[src/rtl/prl_hard_reset_ctrl_if.sv]
// rtl/prl_hard_reset_ctrl_if.sv - PHY reset-send handshake between protocol layer and PHY
interface prl_hard_reset_ctrl_if;
  logic phy_req;
  logic phy_type;
  logic phy_done;

  modport master (output phy_req, output phy_type, input phy_done);
  modport slave  (input phy_req, input phy_type, output phy_done);
endinterface

[src/rtl/prl_hard_reset_ctrl.sv]
// rtl/prl_hard_reset_ctrl.sv - USB-PD Hard/Cable Reset controller with timeout, retries and sticky ALERT
module prl_hard_reset_ctrl #(
  parameter int TIMEOUT_CYCLES = 16,
  parameter int RETRY_MAX      = 2,
  parameter int CNT_W          = 8
) (
  input  logic                  CLK,
  input  logic                  reset,
  input  logic                  cableReset,
  input  logic                  hardReset,
  input  logic                  rd_wr_en,
  input  logic [7:0]            rd_wr_data,
  input  logic [15:0]           alert_clr,
  output logic [7:0]            TRANSMIT,
  output logic [15:0]           ALERT,
  output logic [7:0]            RECEIVE_DETECT,
  output logic [7:0]            RECEIVE_BYTE_COUNT,
  output logic                  PHY_Stop_Attempting_Reset,
  output logic                  busy,
  prl_hard_reset_ctrl_if.master phy
);

  localparam int RW = (RETRY_MAX < 1) ? 1 : $clog2(RETRY_MAX + 1);
  localparam logic [RW-1:0]    RMAX_V  = RW'(RETRY_MAX);
  localparam logic [CNT_W-1:0] TO_LAST = CNT_W'(TIMEOUT_CYCLES - 1);

  typedef enum logic [2:0] {
    IDLE, WAIT_REQ, CONSTRUCT, WAIT_PHY, SUCCESS, FAILURE, REPORT
  } state_t;

  state_t           r_state;
  logic [CNT_W-1:0] r_timer;
  logic [RW-1:0]    r_retry;
  logic             r_ok;
  logic             r_phy_req;
  logic             r_phy_type;
  logic             r_busy;
  logic             r_stop;
  logic [7:0]       r_transmit;
  logic [15:0]      r_alert;
  logic [7:0]       r_rd;
  logic [7:0]       r_rbc;
  logic [15:0]      w_alert_set;

  // Outcome bit lands on the edge leaving REPORT; set beats a same-cycle clear.
  assign w_alert_set = (r_state != REPORT) ? 16'h0000 :
                       (r_ok ? 16'h0040 : 16'h0010);

  always_ff @(posedge CLK) begin
    if (reset) begin
      r_state    <= IDLE;
      r_timer    <= '0;
      r_retry    <= '0;
      r_ok       <= 1'b0;
      r_phy_req  <= 1'b0;
      r_phy_type <= 1'b0;
      r_busy     <= 1'b0;
      r_stop     <= 1'b0;
      r_transmit <= 8'h00;
      r_alert    <= 16'h0000;
      r_rd       <= 8'h00;
      r_rbc      <= 8'h00;
    end else begin
      r_phy_req <= 1'b0;
      r_alert   <= (r_alert & ~alert_clr) | w_alert_set;
      if (rd_wr_en && !r_busy) r_rd <= rd_wr_data;

      case (r_state)
        IDLE: r_state <= WAIT_REQ;
        WAIT_REQ: begin
          if (cableReset || hardReset) begin
            r_state    <= CONSTRUCT;
            r_phy_type <= cableReset;
            r_retry    <= '0;
            r_stop     <= 1'b0;
            r_phy_req  <= 1'b1;
            r_busy     <= 1'b1;
            r_transmit <= {5'b0, cableReset ? 3'b110 : 3'b101};
            r_rd       <= 8'h00;
            r_rbc      <= 8'h00;
          end
        end
        CONSTRUCT: begin
          r_state <= WAIT_PHY;
          r_timer <= '0;
        end
        WAIT_PHY: begin
          if (phy.phy_done) begin
            r_state <= SUCCESS;
          end else if (r_timer == TO_LAST) begin
            if (r_retry < RMAX_V) begin
              r_state    <= CONSTRUCT;
              r_retry    <= r_retry + 1'b1;
              r_phy_req  <= 1'b1;
              r_transmit <= {5'b0, r_phy_type ? 3'b110 : 3'b101};
              r_rd       <= 8'h00;
              r_rbc      <= 8'h00;
            end else begin
              r_state <= FAILURE;
            end
          end else begin
            r_timer <= r_timer + 1'b1;
          end
        end
        SUCCESS: begin
          r_ok    <= 1'b1;
          r_state <= REPORT;
        end
        FAILURE: begin
          r_ok    <= 1'b0;
          r_stop  <= 1'b1;
          r_state <= REPORT;
        end
        REPORT: begin
          r_transmit <= 8'h00;
          r_busy     <= 1'b0;
          r_state    <= WAIT_REQ;
        end
        default: r_state <= IDLE;
      endcase
    end
  end

  assign TRANSMIT                  = r_transmit;
  assign ALERT                     = r_alert;
  assign RECEIVE_DETECT            = r_rd;
  assign RECEIVE_BYTE_COUNT        = r_rbc;
  assign PHY_Stop_Attempting_Reset = r_stop;
  assign busy                      = r_busy;
  assign phy.phy_req               = r_phy_req;
  assign phy.phy_type              = r_phy_type;

endmodule

[src/flat_wrapper.sv]
// flat-port wrapper written by rule: the top's interface ports become plain ports
module prl_hard_reset_ctrl_flat 
#(
  parameter int TIMEOUT_CYCLES = 16,
  parameter int RETRY_MAX      = 2,
  parameter int CNT_W          = 8
)
  (CLK, reset, cableReset, hardReset, rd_wr_en, rd_wr_data, alert_clr, TRANSMIT, ALERT, RECEIVE_DETECT, RECEIVE_BYTE_COUNT, PHY_Stop_Attempting_Reset, busy, phy_phy_req, phy_phy_type, phy_phy_done);
  prl_hard_reset_ctrl_if phy_i ();
  input  logic CLK;
  input  logic reset;
  input  logic cableReset;
  input  logic hardReset;
  input  logic rd_wr_en;
  input  logic [7:0] rd_wr_data;
  input  logic [15:0] alert_clr;
  output logic [7:0] TRANSMIT;
  output logic [15:0] ALERT;
  output logic [7:0] RECEIVE_DETECT;
  output logic [7:0] RECEIVE_BYTE_COUNT;
  output logic PHY_Stop_Attempting_Reset;
  output logic busy;
  output wire logic [$bits(phy_i.phy_req)-1:0] phy_phy_req;
  output wire logic [$bits(phy_i.phy_type)-1:0] phy_phy_type;
  input wire logic [$bits(phy_i.phy_done)-1:0] phy_phy_done;
  assign phy_phy_req = phy_i.phy_req;
  assign phy_phy_type = phy_i.phy_type;
  assign phy_i.phy_done = phy_phy_done;
  prl_hard_reset_ctrl #(.TIMEOUT_CYCLES(TIMEOUT_CYCLES), .RETRY_MAX(RETRY_MAX), .CNT_W(CNT_W)) u_core (.CLK(CLK), .reset(reset), .cableReset(cableReset), .hardReset(hardReset), .rd_wr_en(rd_wr_en), .rd_wr_data(rd_wr_data), .alert_clr(alert_clr), .TRANSMIT(TRANSMIT), .ALERT(ALERT), .RECEIVE_DETECT(RECEIVE_DETECT), .RECEIVE_BYTE_COUNT(RECEIVE_BYTE_COUNT), .PHY_Stop_Attempting_Reset(PHY_Stop_Attempting_Reset), .busy(busy), .phy(phy_i));
endmodule
[config.mk]
export PLATFORM = sky130hd
export DESIGN_NAME = prl_hard_reset_ctrl_flat
export DESIGN_NICKNAME = d
export VERILOG_FILES = /design/src/rtl/prl_hard_reset_ctrl_if.sv /design/src/rtl/prl_hard_reset_ctrl.sv /design/src/flat_wrapper.sv
export SDC_FILE = /design/constraint.sdc
export NUM_CORES = 1
export LEC_CHECK = 0
export BUFFER_PORTS_ARGS = -buffer_cell sky130_fd_sc_hd__buf_2
export CORE_ASPECT_RATIO = 0.8
export CORE_MARGIN = 2
export CORE_UTILIZATION = 25
export CTS_CLUSTER_DIAMETER = 60
export DETAILED_ROUTE_END_ITERATION = 10
export REMOVE_ABC_BUFFERS = 1
export SKIP_CTS_REPAIR_TIMING = 1
export SYNTH_ARGS = -nofsm -noshare
export SYNTH_HDL_FRONTEND = slang
export SYNTH_SLANG_ARGS = --single-unit
[constraint.sdc]
create_clock -name CLK -period 3.66 [get_ports CLK]
set_clock_uncertainty 0.2 [all_clocks]
set_input_delay 0.732 -clock CLK [delete_from_list [all_inputs] [get_ports CLK]]
set_output_delay 0.732 -clock CLK [all_outputs]
set_load 0.02 [all_outputs]
* Word level (Yosys, flattened, before mapping) *
Index checks and enable logic that the tools add are counted.

word-level totals
  register bits = 58
  latch bits = 0
  bits in writable memories = 0
  bits in read-only memories = 0
  input port bits = 30
  output and inout port bits = 44
  memories = 0

cells by class
  $add $sub $neg = 2
  multipliers = 0
  divide/modulo/power cells = 0
  $lt $le $gt $ge = 1
  equal/unequal tests = 14
  shift-type cells = 0
  muxes and demuxes = 43
  bitwise logic cells = 3
  reductions and logical operators = 19

operators by type and width
  operator                                                                 number
  8-bit 2-to-1 mux                                                         15
  8-bit one-hot mux with 2 select lines                                    3
  8-bit one-hot mux with 3 select lines                                    1
  16-bit AND                                                               1
  16-bit 2-to-1 mux                                                        1
  16-bit inverter                                                          1
  16-bit bitwise OR                                                        1
  3-bit one-hot mux with 5 select lines                                    1
  2-bit 2-to-1 mux                                                         6
  3-bit 2-to-1 mux                                                         4
  5-bit AND reduction                                                      2
  2-bit nonzero test                                                       5
  3-bit equality test, second input constant                               3
  8-bit by 1-bit adder with 8-bit output, second input constant            1
  8-bit by 4-bit equality test with 1-bit output, second input constant    1
  1-bit one-hot mux with 2 select lines                                    4
  2-bit AND reduction                                                      4
  7-bit 2-to-1 mux                                                         1
  3-bit by 2-bit equality test with 1-bit output, second input constant    2
  1-bit 2-to-1 mux                                                         6
  2-bit by 1-bit inequality test with 1-bit output, second input constant  3
  2-bit inequality test, second input constant                             2
  2-bit one-hot mux with 2 select lines                                    1
  2-bit OR reduction                                                       2
  other kinds (11)                                                         11

* Longest topological paths before layout *
Gate-level depths: netlist (run 1).

  depth after elaboration = 7
  gate-level depth with buffers = 7
  depth with buffers taken out = 5

* Least setup slack after synthesis (run 1) *
No wires, ideal clock.

  path kind = register to register
  start = reg u_core.r_timer[1]
  end = reg u_core.r_transmit[1] (netlist: u_core.TRANSMIT[1])
  library setup time = 0.071 ns
  arrival = 1.707 ns
  data required time = 3.389 ns
  path slack = 1.683 ns
  cell stages (with the launch flop) = 7
  path buffers = 1
  cell sequence = dfxtp_1 ha_1 and3_1 clkbuf_1 a31oi_2 or4_1 a21oi_1

between the ends
  cells in the longest elaborated chain, start to end = 3

ends and longest elaborated chain
  item                                                               RTL line                    text
  start, declared                                                    prl_hard_reset_ctrl.sv:32   logic [CNT_W-1:0] r_timer;
  start signal, assigned                                             prl_hard_reset_ctrl.sv:102  r_timer <= r_timer + 1'b1;
  8-bit by 4-bit equality test with 1-bit output                     prl_hard_reset_ctrl.sv:90   end else if (r_timer == TO_LAST) begin
  2-bit by 1-bit inequality test with 1-bit output (no source line)  --
  5-bit AND reduction (no source line)                               --
  end signal, assigned                                               prl_hard_reset_ctrl.sv:78   r_transmit <= {5'b0, cableReset ? 3'b110 : 3'b101};
  end signal, assigned                                               prl_hard_reset_ctrl.sv:95   r_transmit <= {5'b0, r_phy_type ? 3'b110 : 3'b101};
  end, declared                                                      prl_hard_reset_ctrl.sv:39   logic [7:0] r_transmit;

Every way passes these cells.
A chain may end at the register's enable or synchronous reset.

* Worst setup path after layout (run 1) *
  start = reg u_core.r_state[0]
  end = reg u_core.r_rd[6] (netlist: u_core.RECEIVE_DETECT[6])

between the ends
  cells in the longest elaborated chain, start to end = 2

ends and longest elaborated chain
  item                                                                                                              RTL line                   text
  start, declared                                                                                                   prl_hard_reset_ctrl.sv:31  state_t r_state;
  start signal, assigned                                                                                            prl_hard_reset_ctrl.sv:51  r_state <= IDLE;
  start signal, assigned                                                                                            prl_hard_reset_ctrl.sv:69  IDLE: r_state <= WAIT_REQ;
  start signal, assigned                                                                                            prl_hard_reset_ctrl.sv:72  r_state <= CONSTRUCT;
  3-bit by 2-bit equality test with 1-bit output or 3-bit by 1-bit equality test with 1-bit output (tied branches)  prl_hard_reset_ctrl.sv:68  case (r_state)
  8-bit one-hot mux with 2 select lines (*)                                                                         prl_hard_reset_ctrl.sv:68
  end signal, assigned                                                                                              prl_hard_reset_ctrl.sv:66  if (rd_wr_en && !r_busy) r_rd <= rd_wr_data;
  end, declared                                                                                                     prl_hard_reset_ctrl.sv:41  logic [7:0] r_rd;

Every way passes the cells marked *; elsewhere a longest branch is shown, timed or not.

==> Flow_metrics.wiki, run 1 <==
{| class="wikitable"
! Metric !! Value
|-
| Crit path time final || 2120 ps
|-
| Remaining number of nets flagged by the antenna check after routing || 0
|-
| Setup Crit Path Kind || reg2reg
|-
| Peak per-stage delay on the critical path || 650 ps
|-
| Slew Viols, Final || 0
|-
| Smallest hold slack || 273 ps
|-
| Maximum number of buffers from clock root to sink || 2
|-
| Final Hold Fails || 0
|-
| # diodes || 0
|-
| Starting utilization of the core area || 0.262
|-
| YS warnings || 0
|-
| Wire length per cell after detailed routing || 11.2 µm
|-
| Total negative setup slack || 0 ps
|-
| Via count of the first global-routing pass || 1,516
|-
| Global placer's final weighted congestion || around 0.74
|-
| Most used DFF post-synth || dfxtp_1
|-
| Routed wire length || 4200 µm
|-
| Total gr overflow || 0
|-
| Placeable Area || 0.00753 mm²
|-
| Hold Path Class || reg2reg
|-
| Design internal power || 0.000709 W
|-
| Buffers added on ports || 60
|-
| Final Power || ~0.001 W
|-
| Area growth from synthesis to layout || 21.9%
|-
| Setup repair after global routing missed its margin || false
|-
| Detailed-router iteration count before antenna repair || 4
|-
| Floorplan row count || 28
|-
| Share of power burned in registers || 0.533
|-
| Mean instance size in the synthesized netlist || 9.27 µm²
|-
| Number of H-tree branching levels || 2
|-
| Required time at the endpoint of the critical path || 3690 ps
|-
| CP Max Fanout || 15
|-
| Proportion of total power due to net switching || 0.274
|-
| Number of distinct standard cells referenced by the synthesized netlist || 44
|-
| Type of origin of the critical path || register
|-
| Violation count after the first detailed-routing iteration || 66
|-
| Clock tree from TritonCTS || done
|-
| Top-level port count || 74
|-
| Antenna violations before repair || 0
|-
| Cell count after synthesis || roughly 210
|-
| Library cell used as clock root buffer || clkbuf_8
|-
| Status || completed
|-
| HPWL after DPL || 3110 µm
|-
| EDFF count, synth || 0
|-
| Detailed-route via count || between 1.5k and 2k
|-
| Logic gate share of total power || 0.140
|-
| Floorplan die area || 0.00863 mm²
|-
| Sequential-to-total area share from yosys stat || 0.456
|-
| Post-placement cell area || between 0.002 and 0.0025 mm²
|-
| Relative contribution of the clock network to total power || 0.327
|-
| Clock-pin transition on the worst setup and hold timing paths || 90 ps
|-
| Headroom to the max-slew limit || 0.433
|-
| Sink count of the clock tree || 45
|-
| Width of the chip || 103 µm
|-
| Max Cap Violations || 0
|-
| Top cell family by delay on the critical path || compound AO/OA/AOI/OAI gates
|-
| Capturing element type of the critical path || register
|-
| Height of the die || roughly 83 µm
|-
| Static leakage || 1.05 nW
|-
| Least-Margin Pin Slew || about 850 ps
|-
| Count of final setup violators || 0
|-
| Max Freq || 472 MHz
|-
| Drt via density || 4.42
|-
| Wire length of the first global-routing pass || slightly below 7000 µm
|-
| Cell area after synthesis || ~0.0020 mm²
|-
| Maximum number of pins on one net before global-route repair || 33
|-
| Critical path cell sequence || nand3b_1 -> a31oi_2 -> o21ai_1 -> nor2_1
|-
| Total DRC errors in the routed layout || 0
|-
| Area of all placed cells without fillers || 0.00241 mm²
|-
| Final Cycle Share || 0.578
|-
| GRT Overall Usage || 0.0999
|-
| Nets || ~300
|-
| Critical path's slowest cell || dfxtp_1
|-
| Number of buffers created by CTS || 5
|-
| Sw Pwr || 0.000268 W
|-
| Clock insertion delay at the later pin of the skew report || 290 ps
|-
| Total of flip-flops plus latches after synthesis || 45
|-
| Power density of the placed cells || 406 mW/mm²
|-
| Asr flop ratio synth || 0
|-
| Largest vdd supply drop || between 0.00015 and 0.0002 V
|-
| Worst endpoint data arrival time || 2140 ps
|-
| Share of final-layout standard cells stronger than drive strength 1 || 0.271
|-
| Critical path buffer and inverter count || 0
|}
-- area by class of cell --
type / instances / area [µm²]
clock buffers: 6 / 82.6
clock inverters: 2 / 13.8
fillers: 813 / 5120
inverters: 3 / 11.3
multi-input cells: 153 / 967
flip-flops and latches: 45 / 901
well taps: 105 / 131
repair buffers: 60 / 300
-- layout by cell type, fill, tap and decap left out, types with 3 or more instances in the layout --
cell	netlist	final
nor2_1	19	19
conb_1	1	13
nand3_1	3	3
nor3b_1	16	16
mux2i_1	15	15
buf_2	1	60
a211oi_1	3	3
nor3_1	5	5
nand2_1	10	10
a21oi_1	14	14
nor2b_1	6	6
o21a_1	3	3
inv_1	3	3
o21ai_0	5	5
clkbuf_8	0	6
nand4_1	4	4
nand2b_1	9	9
dfxtp_1	45	45
-- power groups by stage --
stage | Combinational [W] | Sequential (W) | Clock (W)
after floorplan | 0.0000742 | 0.000545 | 0
after global placement | 0.000136 | 0.000532 | 0
after detailed placement | 0.000138 | 0.000532 | 0
after CTS | 0.000138 | 0.000521 | 0.000331
after global routing | 0.000153 | 0.000524 | 0.000352
final | 0.000137 | 0.000521 | 0.000320
-- metal layers --
layer | track usage | wire, µm
met1 | 0.133 | 2090
met2 | 0.148 | 1740
met3 | 0.0377 | 324
met4 | 0.0323 | 47
met5 | 0 | 0
-- worst register-to-register path, stage by stage, from the launching register on --
cell,delay [ps]
dfxtp_1,650
nand3b_1,350
a31oi_2,400
o21ai_1,300
nor2_1,170
-- cell families (layout without fill, tap and decap cells) --
| kind of cell | after synthesis | after routing | synth area share |
|---|---|---|---|
| fa+ha+maj | 1 | 1 | 0.00634 |
| buf+inv | 27 | 71 | 0.0767 |
| other cells | 1 | 13 | 0.00190 |
| compound gates | 39 | 39 | 0.129 |
| simple gates | 84 | 84 | 0.248 |
| mux | 16 | 16 | 0.0817 |
| flops | 45 | 45 | 0.456 |
-- Yosys cell counts, drive strengths merged, types with 2 or more instances --
cell	count	share of area
nor3	5	0.013
nand4	4	0.013
nor2	19	0.036
and3b	2	0.0089
a31oi	2	0.0095
mux2i	15	0.076
a21oi	14	0.035
o21ai	6	0.015
nor2b	6	0.019
dfxtp	45	0.46
nand3b	2	0.0076
nand3	3	0.0076
nand2	10	0.019
o31ai	2	0.0076
nor4	2	0.014
clkbuf	8	0.015
nor3b	16	0.061
nand2b	9	0.029
and3	2	0.0063
a211oi	3	0.011
o21a	3	0.011
inv	3	0.0057
buf	16	0.056
-- registers in the layout, summed over array words and instances (netlist names) --
| name | flops |
|---|---|
| u_core.ALERT | 16 |
| u_core.RECEIVE_DETECT | 8 |
| u_core.r_timer | 8 |
| u_core.TRANSMIT | 3 |
| u_core.r_state | 3 |
| u_core.r_retry | 2 |
| u_core.PHY_Stop_Attempting_Reset | 1 |
| u_core.busy | 1 |
| u_core.phy.phy_req | 1 |
| u_core.phy.phy_type | 1 |
| u_core.r_ok | 1 |
-- stage by stage --
stage          utilization  setup WS [ps]  instances
6_report             0.320           1540        374
3_5_place_dp         0.307           1380        366
5_1_grt              0.320           1320        374
2_1_floorplan            -           1690        201
3_3_place_gp         0.307           1440        366
4_1_cts              0.320           1520        374
-- worst paths after layout --
path | start | end | slack, ps | cells past startpoint
worst max-delay path | u_core.r_state[0] | u_core.RECEIVE_DETECT[6] | 1540 | 4
worst min-delay path | u_core.ALERT[0] | u_core.ALERT[0] | 270 | 1
worst max register to register | u_core.r_state[0] | u_core.RECEIVE_DETECT[6] | 1540 | 4
worst min register to register | u_core.ALERT[0] | u_core.ALERT[0] | 270 | 1
Power figures use the tool's default switching activity.
==> inputs of run 2 (changes only) <==
Clock period 3.66 ns to 2.2 ns, I/O delays scaled along.
==> Flow_metrics.wiki, run 2 (same netlist as run 1, synthesis figures left out) <==
{| class="wikitable"
! Metric !! Value
|-
| Status || completed
|-
| Detailed-router iteration count before antenna repair || 4
|-
| # diodes || 0
|-
| Via count of the first global-routing pass || 1,651
|-
| Slew Viols, Final || 0
|-
| Required time at the endpoint of the critical path || roughly 2200 ps
|-
| Cells after DPL || roughly 370
|-
| Fillers || 805
|-
| Maximum number of buffers from clock root to sink || 2
|-
| Worst Reg2Reg Path Length in Cells || 4
|-
| Buffers added on ports || 60
|-
| Remaining number of nets flagged by the antenna check after routing || 0
|-
| Number of cells on the worst hold path || 2
|-
| Total gr overflow || 0
|-
| Final Hold Fails || 0
|-
| Post-placement cell area || 0.00235 mm²
|-
| Endpoint of the lowest-slack register-to-register path || u_core.TRANSMIT[1]
|-
| Maximum number of pins on one net before global-route repair || 21
|-
| Number of H-tree branching levels || 2
|-
| Critical path buffer and inverter count || 0
|-
| Detailed-route via count || 1,674
|-
| Power density of the placed cells || 707 mW/mm²
|-
| Post-Place Worst Slack || 133 ps
|-
| Global placer's final weighted congestion || roughly 0.79
|-
| Critical path's slowest cell || or4_1
|-
| Total DRC errors in the routed layout || 0
|-
| Launch instance of the worst min-delay path || alert_clr[5]
|-
| Static leakage || roughly 1.1 nW
|-
| Highest-count cells in the layout ignoring fill and taps || buf_2, dfxtp_1, nor2_1, nor3b_1, mux2i_1
|-
| HPWL after DPL || 3280 µm
|-
| Floorplan die area || about 0.0086 mm²
|-
| Area of all placed cells without fillers || approximately 0.0025 mm²
|-
| Clock-pin transition on the worst setup and hold timing paths || 80 ps
|-
| Post-route non-filler standard cell count || 379
|-
| Type of origin of the critical path || register
|-
| Total negative setup slack || 0 ps
|-
| Starting utilization of the core area || 0.262
|-
| Placeable Area || about 0.0075 mm²
|-
| Reg-to-reg startpoint || u_core.r_timer[4]
|-
| Critical path cell sequence || nor4_4 -> a31oi_2 -> or4_1 -> a21oi_1
|-
| Max reg flops || 16
|-
| Hold Path Class || in2reg
|-
| Count of final setup violators || 0
|-
| Share of final-layout standard cells stronger than drive strength 1 || 0.296
|-
| Capturing element type of the critical path || register
|-
| Violation count after the first detailed-routing iteration || 87
|-
| Setup slack of the worst register-to-register path || 190 ps
|-
| Wire length of the first global-routing pass || 7510 µm
|-
| Finished Core Util || 0.329
|-
| Number of buffers created by CTS || 5
|-
| Routed wire length || 4350 µm
|-
| Top cell family by delay on the critical path || simple AND/OR/NAND/NOR gates
|-
| Floorplan row count || 28
|-
| Wire length per cell after detailed routing || 11.5 µm
|-
| Setup repair after global routing missed its margin || false
|-
| Clock tree from TritonCTS || done
|-
| Worst Hold End || u_core.ALERT[5]
|-
| Library cell used as clock root buffer || clkbuf_8
|-
| Worst endpoint data arrival time || 2050 ps
|-
| Most common cell after layout, fill and taps aside || buf_2
|-
| Antenna violations before repair || 0
|-
| Top-level port count || between 70 and 80
|-
| Least-Margin Pin Slew || between 500 and 600 ps
|-
| Nets || 304
|-
| Max Cap Violations || 0
|-
| Area growth from synthesis to layout || 25.3%
|-
| Crit path time final || 2010 ps
|-
| Clock insertion delay at the later pin of the skew report || 300 ps
|-
| GRT Overall Usage || 0.108
|-
| Headroom to the max-slew limit || 0.605
|-
| Drt via density || 4.42
|-
| Width of the chip || 103 µm
|-
| Max Freq || 497 MHz
|-
| Setup Crit Path Kind || reg2reg
|-
| Final Cycle Share || 0.915
|-
| Sink count of the clock tree || 45
|-
| Peak per-stage delay on the critical path || 560 ps
|-
| CP Max Fanout || 8
|-
| Post-route setup slack || roughly 190 ps
|-
| Largest vdd supply drop || 0.000303 V
|-
| Height of the die || 83.5 µm
|}
[run 2: cell types whose count changed in the layout (fill, tap and decap cells not counted), sizes merged]
cell / change
buf: +5
clkinv: -2
bufinv: +1
clkbuf: +1
[run 2: worst reg2reg max path, delay by kind of cell (launching register included)]
| family | cells | cell delay, ps |
|---|---|---|
| simple gates | 2 | 990 |
| compound gates | 2 | 390 |
| flops | 1 | 380 |
[run 2: metal layers]
layer	share of wire	global-route usage	wire [µm]
met1	0.48	0.145	2090
met2	0.42	0.162	1810
met3	0.088	0.0385	381
met4	0.014	0.0323	59
met5	0	0	0
[run 2: how the worst max path moves through the flow]
stage,start,endpoint,slack (ps),cells past startpoint
2_1_floorplan,u_core.r_timer[1],u_core.TRANSMIT[1],320,5
6_report,u_core.r_timer[4],u_core.TRANSMIT[1],190,4
4_1_cts,u_core.r_timer[0],u_core.TRANSMIT[1],120,5
3_5_place_dp,u_core.r_timer[0],u_core.TRANSMIT[1],130,5
5_1_grt,u_core.r_timer[4],u_core.TRANSMIT[1],50,4
3_3_place_gp,u_core.r_timer[1],u_core.TRANSMIT[1],210,5
[run 2: through the flow]
stage                     power, W  hold slack (ps)
after detailed placement   0.00113              260
final                      0.00175             88.2
after CTS                  0.00178             75.4
after global routing       0.00185             78.4
after global placement     0.00112              255
after floorplan            0.00103              261
[run 2: report_power, final]
group | total (W) | internal, W | switching (W)
combinational | 0.000240 | 0.0000946 | 0.000145
sequential | 0.000868 | 0.000841 | 0.0000272
clock | 0.000641 | 0.000370 | 0.000271
total | 0.00175 | 0.00131 | 0.000443
[run 2: area by class of cell]
type | count | area, µm² | area share
inverter | 3 | 11.3 | 0.00455
sequential | 45 | 902 | 0.365
timing repair buffer | 65 | 338 | 0.137
clock buffer | 7 | 86.3 | 0.0349
multi-input combinational | 153 | 976 | 0.394
tap | 105 | 131 | 0.0531
clock inverter | 1 | 30.0 | 0.0121
